===== config.mk =====
export PLATFORM = sky130hd
export DESIGN_NAME = pipe_fwd_ctl_flat
export DESIGN_NICKNAME = d
export VERILOG_FILES = /design/src/rtl/pipe_fwd_ctl_if.sv /design/src/rtl/pipe_fwd_ctl.sv /design/src/flat_wrapper.sv
export SDC_FILE = /design/constraint.sdc
export NUM_CORES = 1
export LEC_CHECK = 0
export CAP_MARGIN = 10
export CORE_MARGIN = 1
export CORE_UTILIZATION = 40
export CTS_BUF_LIST = sky130_fd_sc_hd__clkbuf_16
export CTS_CLUSTER_DIAMETER = 120
export DETAILED_ROUTE_END_ITERATION = 16
export GPL_TIMING_DRIVEN = 0
export PLACE_DENSITY = 0.73
export SLEW_MARGIN = 20
export SYNTH_ARGS = -nofsm -noshare
export SYNTH_HDL_FRONTEND = slang
export SYNTH_SLANG_ARGS = --single-unit

===== constraint.sdc =====
create_clock -name clk -period 2.9 [get_ports clk]
set_clock_uncertainty 0.1 [all_clocks]
set_input_delay 0.58 -clock clk [delete_from_list [all_inputs] [get_ports clk]]
set_output_delay 0.58 -clock clk [all_outputs]
set_load 0.05 [all_outputs]

===== src/rtl/pipe_fwd_ctl_if.sv =====
// Decode-side hazard/forwarding bus: decode slot description in, forward selects and stall out.
interface pipe_fwd_ctl_if #(
  parameter int RN_W     = 5,
  parameter int FW_DEPTH = 3,
  parameter int CNT_W    = 16
);
  localparam int SEL_W = $clog2(FW_DEPTH + 1);

  logic             pause;
  logic             flush;
  logic             id_valid;
  logic [RN_W-1:0]  id_rs_n;
  logic [RN_W-1:0]  id_rt_n;
  logic [RN_W-1:0]  id_rd_n;
  logic             id_we;
  logic             id_load;
  logic [SEL_W-1:0] fw_rs_sel;
  logic [SEL_W-1:0] fw_rt_sel;
  logic             stall_o;
  logic [CNT_W-1:0] stall_cnt_o;

  modport master (
    output pause, flush, id_valid, id_rs_n, id_rt_n, id_rd_n, id_we, id_load,
    input  fw_rs_sel, fw_rt_sel, stall_o, stall_cnt_o
  );

  modport slave (
    input  pause, flush, id_valid, id_rs_n, id_rt_n, id_rd_n, id_we, id_load,
    output fw_rs_sel, fw_rt_sel, stall_o, stall_cnt_o
  );
endinterface


===== src/rtl/pipe_fwd_ctl.sv =====
// Tracks in-flight destination registers, picks forwarding sources for decode
// operands and raises a load-use stall with a saturating stall counter.
module pipe_fwd_ctl #(
  parameter int RN_W     = 5,
  parameter int FW_DEPTH = 3,
  parameter int CNT_W    = 16
) (
  input  logic          clk,
  input  logic          rst,
  pipe_fwd_ctl_if.slave bus
);
  localparam int SEL_W = $clog2(FW_DEPTH + 1);

  logic            vld_reg [FW_DEPTH];
  logic            we_reg  [FW_DEPTH];
  logic            ld_reg  [FW_DEPTH];
  logic [RN_W-1:0] rd_reg  [FW_DEPTH];
  logic [CNT_W-1:0] cnt_reg;

  logic [FW_DEPTH-1:0] rs_hit;
  logic [FW_DEPTH-1:0] rt_hit;
  logic [SEL_W-1:0]    rs_sel_next;
  logic [SEL_W-1:0]    rt_sel_next;
  logic                stall_next;

  // Register 0 is hard-wired, so it never matches a tracked writer.
  for (genvar gi = 0; gi < FW_DEPTH; gi++) begin : g_hit
    assign rs_hit[gi] = vld_reg[gi] && we_reg[gi] && (rd_reg[gi] == bus.id_rs_n)
                        && (bus.id_rs_n != '0);
    assign rt_hit[gi] = vld_reg[gi] && we_reg[gi] && (rd_reg[gi] == bus.id_rt_n)
                        && (bus.id_rt_n != '0);
  end

  // Scan oldest to youngest so the youngest match overwrites.
  always_comb begin
    rs_sel_next = '0;
    rt_sel_next = '0;
    for (int i = FW_DEPTH - 1; i >= 0; i--) begin
      if (rs_hit[i]) rs_sel_next = SEL_W'(i + 1);
      if (rt_hit[i]) rt_sel_next = SEL_W'(i + 1);
    end
  end

  assign stall_next = bus.id_valid && ld_reg[0] && (rs_hit[0] || rt_hit[0]);

  assign bus.fw_rs_sel   = rst ? rs_sel_next : '0;
  assign bus.fw_rt_sel   = rst ? rt_sel_next : '0;
  assign bus.stall_o     = rst && stall_next;
  assign bus.stall_cnt_o = cnt_reg;

  always_ff @(posedge clk or negedge rst) begin
    if (!rst) begin
      for (int i = 0; i < FW_DEPTH; i++) begin
        vld_reg[i] <= 1'b0;
        we_reg[i]  <= 1'b0;
        ld_reg[i]  <= 1'b0;
        rd_reg[i]  <= '0;
      end
      cnt_reg <= '0;
    end else if (!bus.pause) begin
      for (int i = 1; i < FW_DEPTH; i++) begin
        vld_reg[i] <= vld_reg[i-1];
        we_reg[i]  <= we_reg[i-1];
        ld_reg[i]  <= ld_reg[i-1];
        rd_reg[i]  <= rd_reg[i-1];
      end
      // A stalled or flushed decode slot enters the pipe as a bubble.
      vld_reg[0] <= bus.id_valid && !stall_next && !bus.flush;
      we_reg[0]  <= bus.id_we;
      ld_reg[0]  <= bus.id_load;
      rd_reg[0]  <= bus.id_rd_n;
      if (stall_next && !(&cnt_reg)) cnt_reg <= cnt_reg + 1'b1;
    end else if (bus.flush) begin
      vld_reg[0] <= 1'b0;
    end
  end
endmodule


===== src/flat_wrapper.sv =====
// flat-port wrapper written by rule: the top's interface ports become plain ports
module pipe_fwd_ctl_flat 
#(
  parameter int RN_W     = 5,
  parameter int FW_DEPTH = 3,
  parameter int CNT_W    = 16
)
  (clk, rst, bus_pause, bus_flush, bus_id_valid, bus_id_rs_n, bus_id_rt_n, bus_id_rd_n, bus_id_we, bus_id_load, bus_fw_rs_sel, bus_fw_rt_sel, bus_stall_o, bus_stall_cnt_o);
  pipe_fwd_ctl_if #(.RN_W(RN_W), .FW_DEPTH(FW_DEPTH), .CNT_W(CNT_W)) bus_i ();
  input  logic clk;
  input  logic rst;
  input wire logic [$bits(bus_i.pause)-1:0] bus_pause;
  input wire logic [$bits(bus_i.flush)-1:0] bus_flush;
  input wire logic [$bits(bus_i.id_valid)-1:0] bus_id_valid;
  input wire logic [$bits(bus_i.id_rs_n)-1:0] bus_id_rs_n;
  input wire logic [$bits(bus_i.id_rt_n)-1:0] bus_id_rt_n;
  input wire logic [$bits(bus_i.id_rd_n)-1:0] bus_id_rd_n;
  input wire logic [$bits(bus_i.id_we)-1:0] bus_id_we;
  input wire logic [$bits(bus_i.id_load)-1:0] bus_id_load;
  output wire logic [$bits(bus_i.fw_rs_sel)-1:0] bus_fw_rs_sel;
  output wire logic [$bits(bus_i.fw_rt_sel)-1:0] bus_fw_rt_sel;
  output wire logic [$bits(bus_i.stall_o)-1:0] bus_stall_o;
  output wire logic [$bits(bus_i.stall_cnt_o)-1:0] bus_stall_cnt_o;
  assign bus_i.pause = bus_pause;
  assign bus_i.flush = bus_flush;
  assign bus_i.id_valid = bus_id_valid;
  assign bus_i.id_rs_n = bus_id_rs_n;
  assign bus_i.id_rt_n = bus_id_rt_n;
  assign bus_i.id_rd_n = bus_id_rd_n;
  assign bus_i.id_we = bus_id_we;
  assign bus_i.id_load = bus_id_load;
  assign bus_fw_rs_sel = bus_i.fw_rs_sel;
  assign bus_fw_rt_sel = bus_i.fw_rt_sel;
  assign bus_stall_o = bus_i.stall_o;
  assign bus_stall_cnt_o = bus_i.stall_cnt_o;
  pipe_fwd_ctl #(.RN_W(RN_W), .FW_DEPTH(FW_DEPTH), .CNT_W(CNT_W)) u_core (.clk(clk), .rst(rst), .bus(bus_i));
endmodule

==> results of run 1 <==
-- metrics by stage --
stage	power, mW	cell area [sq um]
floorplan	0.750	2070
global placement	0.827	2560
detailed placement	0.835	2580
CTS	1.55	2780
global route	1.58	2790
finish	1.53	2790
-- final timing paths --
path | slack [ps] | end | startpoint | cells after the start
max | 50 | bus_stall_o | bus_id_rs_n[1] | 7
min | 70 | u_core.rd_reg[11]$_DFFE_PN0N_ | rst | 1
max reg2reg | 540 | u_core.bus.stall_cnt_o[5]$_DFFE_PN0P_ | u_core.rd_reg[12]$_DFFE_PN0N_ | 8
min reg2reg | 390 | u_core.bus.stall_cnt_o[13]$_DFFE_PN0P_ | u_core.bus.stall_cnt_o[13]$_DFFE_PN0P_ | 1
max in group asynchronous | 2170 | u_core.bus.stall_cnt_o[15]$_DFFE_PN0P_ | rst | 2
min in group clk | 390 | u_core.bus.stall_cnt_o[13]$_DFFE_PN0P_ | u_core.bus.stall_cnt_o[13]$_DFFE_PN0P_ | 1
-- cell families after synthesis --
group | Yosys count | share of synthesized area [%]
XOR/XNOR | 42 | 17.8
AND/OR/NAND/NOR | 58 | 17.5
buffers and inverters | 8 | 1.88
flip-flops | 38 | 46.1
adder cells (fa/ha/maj) | 1 | 0.606
multiplexers | 22 | 12.0
AO/OA/AOI/OAI | 10 | 4.06
-- placed cells by master, fill, tap and decap left out, types with 2 or more instances in the layout --
| master | instances |
|---|---|
| dlygate4sd2_1 | 4 |
| buf_6 | 4 |
| nand4_1 | 10 |
| clkbuf_2 | 5 |
| xnor2_1 | 37 |
| clkbuf_1 | 4 |
| inv_1 | 2 |
| nand3_1 | 2 |
| a21oi_1 | 2 |
| and2_1 | 3 |
| bufinv_16 | 2 |
| nor2b_1 | 3 |
| clkdlybuf4s50_1 | 25 |
| and3_1 | 9 |
| dfrtp_1 | 38 |
| clkbuf_16 | 5 |
| nor2_4 | 2 |
| nor3_1 | 2 |
| nand2_1 | 10 |
| xor2_1 | 5 |
| buf_2 | 2 |
| or4_4 | 4 |
| buf_4 | 4 |
| nand3_2 | 4 |
| mux2_2 | 22 |
| and4_1 | 2 |
-- cell type report --
type / count / area [sq um]
Sequential cell: 38 / 951
Tap cell: 67 / 83.8
Clock buffer: 5 / 125
Clock inverter: 3 / 68.8
Buffer: 6 / 31.3
Fill cell: 417 / 2060
Multi-Input combinational cell: 133 / 1110
Timing Repair Buffer: 45 / 418
Inverter: 2 / 7.51
-- where the power goes --
| group | internal [mW] | leakage [nW] | switching [mW] |
|---|---|---|---|
| Combinational | 0.114 | 0.584 | 0.0827 |
| Sequential | 0.574 | 0.486 | 0.0522 |
| Clock | 0.494 | 0.0940 | 0.213 |
-- routing by layer --
layer | global-route usage (%) | wire [um]
met5 | 0 | 0
met4 | 6.84 | 82
met3 | 4.25 | 166
met2 | 28.7 | 2070
met1 | 22.4 | 2070
-- critical path: cells and delay by family --
| family | cells | cell delay [ps] |
|---|---|---|
| buffers and inverters | 2 | 440 |
| and+or+nand+nor | 5 | 1150 |
-- timing repair --
action                     in CTS  in global routing
setup buffers                   2                  1
pin swaps                       2                  6
gates cloned                    0                  0
setup endpoints to repair       5                  5
gates resized for setup        48                 16
==> results.py, run 1 <==
metrics = {
    "placement": {
        "pre_cts_slack_ps": -924,
        "io_buffers": 41,
        "dp_cells": 288,
        "routabilityCongestion": 0.860,
        "dp.final_hpwl_um": 3250,
    },
    "setup_path": {
        "critPathCaptureType": "primary output",
        "critPathSlowestCell": "or4_4",
        "crit_top_cell": "or4_4",
        "max_stage_delay_ps": 570,
        "cp.arrival_ps": 2170,
        "crit_path_start_kind": "input pin",
        "cp_max_fo": 4,
        "critical_path_class": "input pin to primary output",
        "required_ps": 2220,
        "path_cells": "dlygate4sd2_1, or4_4, nor2_4, or4_4, nand2_1, and4_1, buf_6",
    },
    "clocking": {
        "path_clk_slew_ps": 60,
        "cts_tree": "yes",
        "cts_root_buffer": "clkbuf_16",
        "cts_buffer_depth": 2,
        "clk_latency_ps": 280,
        "cts_sinks": 38,
        "cts_buffers": 5,
        "ctsHtreeMaxLevel": 2,
        "hold_buffers": 0,
    },
    "routing": {
        "via_per_inst": 5.14,
        "vias": 1536,
        "routed_wl_um": 4390,
        "ant_nets": 0,
        "drt_pass1_iterations": 4,
        "drc": 0,
        "wl_per_cell_um": 14.7,
        "drt_iter0_markers": 62,
    },
    "logic_synthesis": {
        "post-synth-top-area-fraction_pct": 46.1,
        "yosys.area.top_type": "dfrtp_1",
        "yosysWarnings": 0,
        "synth_cells": 179,
        "ys_types": 34,
        "syn_area_sq_um": 2060,
        "synth_top_cells_by_count": "38 x dfrtp_1, 37 x xnor2_1, 22 x mux2_2",
        "yosys_register_bits": 38,
        "synth_fp_nets": 202,
        "synth_edf_count": 0,
        "synth.yosys.seq_area_share_pct": 46.1,
        "synth_flop_cell": "dfrtp_1",
        "yosysMostFrequentCell": "dfrtp_1",
        "synth.avg_cell_area_sq_um": 11.5,
        "yosys-top-cells-area": "dfrtp_1 46%, xnor2_1 16%, mux2_2 12%",
        "synth_async_sr_flop_share_pct": 100,
    },
    "timing": {
        "tightest_slew_ps": 615,
        "period_minus_slack_ps": 2850,
        "setup_viol": 0,
        "fin_hold_ws_ps": 74.9,
        "relSlewSlack_pct": 59.0,
        "max_freq_mhz": 351,
        "maxSlewViolCount": 0,
        "post-route-period-util_pct": 98.3,
        "setup-tns-final_ps": 0,
        "grt_setup_unrepaired": "true",
        "worst_slack_ps": 49.9,
        "hold_violations": 0,
    },
    "global_routing": {
        "grt_pass1_wl_um": 7150,
        "grt_pass1_vias": 1529,
        "antenna_found_initial": 0,
        "grt_max_degree": 33,
        "overflow": 0,
        "grtUsageTotal_pct": 17.6,
    },
    "die": {
        "coreArea_sq_um": 4850,
        "dieWidth_um": 73.8,
        "die_y_um": 73.8,
        "dieArea_sq_um": 5450,
        "design.portCount": 43,
        "rows": 25,
        "start_util_pct": 42.6,
    },
    "finish": {
        "nets": 254,
        "largest_reg_flops": 16,
        "post-route-util_pct": 57.6,
        "drive_above_1_share_pct": 27.2,
        "area_growth_pct": 35.3,
        "n_antenna_cell": 0,
        "instances_no_fill": 299,
    },
    "status": {
        "outcome": "finished, final reports clean",
    },
    "power": {
        "max-vdd-ir-drop_uv": 355,
        "p_leak_nw": 1.16,
        "powerDensity_nw_per_um2": 548,
    },
    "job": {
        "maxCapViolations": 0,
    },
    "worst_hold_path": {
        "hp-class": "input pin to async pin",
    },
}
No activity file was read; power rests on OpenSTA's default activity.
==> run 2: changes to the inputs <==
==> constraint.sdc (replaced) <==
create_clock -name clk -period 3.5 [get_ports clk]
set_clock_uncertainty 0.1 [all_clocks]
set_input_delay 0.7 -clock clk [delete_from_list [all_inputs] [get_ports clk]]
set_output_delay 0.7 -clock clk [all_outputs]
set_load 0.05 [all_outputs]
==> run 2 against run 1 <==
Count of clock-buffer cells in the layout unchanged. Via count decreased by 0.72%. Clock power decreased by 30%. Register-to-register slack improved by 690 ps. Die area unchanged. Highest routed layer unchanged. Non-clock buffer count decreased by 3. Final cell count decreased by 1.0%. Sequential share of layout area increased by 0.51 points. Global-route usage increased by 0.60 points. Sequential power decreased by 17%.
==> results.py, run 2 (same netlist as run 1, synthesis figures left out) <==
metrics = {
    "timing": {
        "fin_hold_ws_ps": 209,
        "setup_viol": 0,
        "period_minus_slack_ps": 3390,
        "grt_setup_unrepaired": "false",
        "max_freq_mhz": 295,
        "relSlewSlack_pct": 58.5,
        "tightest_slew_ps": 623,
        "post-route-period-util_pct": 96.9,
        "setup-tns-final_ps": 0,
        "hold_violations": 0,
        "maxSlewViolCount": 0,
    },
    "die": {
        "design.portCount": 43,
        "start_util_pct": 42.6,
        "rows": 25,
        "coreArea_sq_um": 4850,
        "dieWidth_um": 73.8,
        "dieArea_sq_um": 5450,
        "die_y_um": 73.8,
    },
    "finish": {
        "area_growth_pct": 33.3,
        "mostFrequentLayoutCell": "dfrtp_1",
        "n_antenna_cell": 0,
        "largest_reg_flops": 16,
        "nets": 251,
        "drive_above_1_share_pct": 21.0,
        "instances_no_fill": 296,
        "final_area_sq_um": 2750,
        "layout_common_cells": "38 x dfrtp_1, 37 x xnor2_1, 29 x clkdlybuf4s50_1, 22 x mux2_2",
    },
    "routing": {
        "wl_per_cell_um": 14.6,
        "drt_pass1_iterations": 4,
        "via_per_inst": 5.15,
        "ant_nets": 0,
        "vias": 1525,
        "routed_wl_um": 4310,
        "drc": 0,
        "drt_iter0_markers": 63,
    },
    "power": {
        "switching_share_pct": 23.4,
        "p_leak_nw": 1.18,
        "max-vdd-ir-drop_uv": 248,
        "powerDensity_nw_per_um2": 429,
        "p_int_mw": 0.904,
        "power.switching_mw": 0.276,
        "combPwrFrac_pct": 14.0,
        "p_clk_share_pct": 42.0,
        "pwr-share-seq_pct": 43.9,
    },
    "clocking": {
        "ctsHtreeMaxLevel": 2,
        "clk_latency_ps": 280,
        "path_clk_slew_ps": 50,
        "cts_sinks": 38,
        "cts_buffer_depth": 2,
        "cts_tree": "yes",
        "hold_buffers": 0,
        "cts_buffers": 5,
        "postCtsSetupRepairBufs": 0,
        "cts_root_buffer": "clkbuf_16",
        "cts_resized": 26,
    },
    "setup_path": {
        "required_ps": 2700,
        "cp.arrival_ps": 2590,
        "crit_path_start_kind": "input pin",
        "critical_path_class": "input pin to primary output",
        "cp_max_fo": 4,
        "critPathCaptureType": "primary output",
    },
    "global_routing": {
        "overflow": 0,
        "grt_pass1_vias": 1571,
        "grt.met1_usage_pct": 24.8,
        "use_met2_pct": 27.7,
        "grt_max_degree": 32,
        "busiest_layer": "met2",
        "grtUsageTotal_pct": 18.2,
        "grt_pass1_wl_um": 7400,
        "met3_usage_pct": 4.39,
        "antenna_found_initial": 0,
    },
    "job": {
        "maxCapViolations": 0,
    },
    "status": {
        "outcome": "finished, final reports clean",
    },
    "placement": {
        "dp.final_hpwl_um": 3280,
        "io_buffers": 41,
        "dp_cells": 288,
        "place_area_sq_um": 2570,
        "routabilityCongestion": 0.873,
    },
    "worst_hold_path": {
        "hp-class": "input pin to async pin",
    },
}
## run 2: cell types whose count changed in the layout (fill, tap and decap cells not counted), sizes merged
cell / delta
dlymetal6s2s: +6
clkbuf: -5
buf: -4
clkdlybuf4s50: +4
dlygate4sd2: -4
inv: +2
bufinv: -1
clkinv: -1
## run 2: layout make-up
cell class                 instances  area (sq um)
fill                             424          2100
inverter                           2          7.51
clock buffer                       5           125
multi-input combinational        133          1090
buffer                             6          31.3
sequential                        38           951
tap                               67          83.8
timing repair buffer              42           427
clock inverter                     3          37.5
## run 2: metrics by stage
stage	power (mW)	utilization, %	setup WS, ps
floorplan	0.621	-	343
global placement	0.685	52.7	-1040
detailed placement	0.692	53.1	-545
CTS	1.19	56.2	40.3
global route	1.24	56.7	11.8
finish	1.18	56.7	107
## run 2: power groups by stage
stage | Clock, mW | Combinational [mW] | Sequential, mW
6_report | 0.496 | 0.165 | 0.518
5_1_grt | 0.534 | 0.181 | 0.525
4_1_cts | 0.509 | 0.167 | 0.518
3_5_place_dp | 0 | 0.166 | 0.526
3_3_place_gp | 0 | 0.161 | 0.524
2_1_floorplan | 0 | 0.106 | 0.516
## run 2: worst max-delay path, stage by stage
cell and delay (ps):
clkdlybuf4s50_1 590, xnor2_1 150, nand4_1 100, or4_1 540, o31a_1 130, nor2_1 110
buf_2 270
## run 2: routing by layer
layer	wire, um	vias to the layer above
met5	0	-
met4	77	0
met3	156	11
met2	2060	27
met1	2020	749
li1	-	738
## run 2: worst paths after layout
kind | startpoint | endpoint | slack, ps | cells after the start
setup / recovery | bus_id_rs_n[4] | bus_fw_rs_sel[1] | 110 | 7
hold / removal | rst | u_core.rd_reg[6]$_DFFE_PN0N_ | 210 | 1
setup reg to reg | u_core.bus.stall_cnt_o[0]$_DFFE_PN0P_ | u_core.bus.stall_cnt_o[10]$_DFFE_PN0P_ | 1230 | 9
hold reg to reg | u_core.bus.stall_cnt_o[13]$_DFFE_PN0P_ | u_core.bus.stall_cnt_o[13]$_DFFE_PN0P_ | 380 | 1
max in group asynchronous | rst | u_core.bus.stall_cnt_o[11]$_DFFE_PN0P_ | 2630 | 2
min in group clk | u_core.bus.stall_cnt_o[13]$_DFFE_PN0P_ | u_core.bus.stall_cnt_o[13]$_DFFE_PN0P_ | 380 | 1
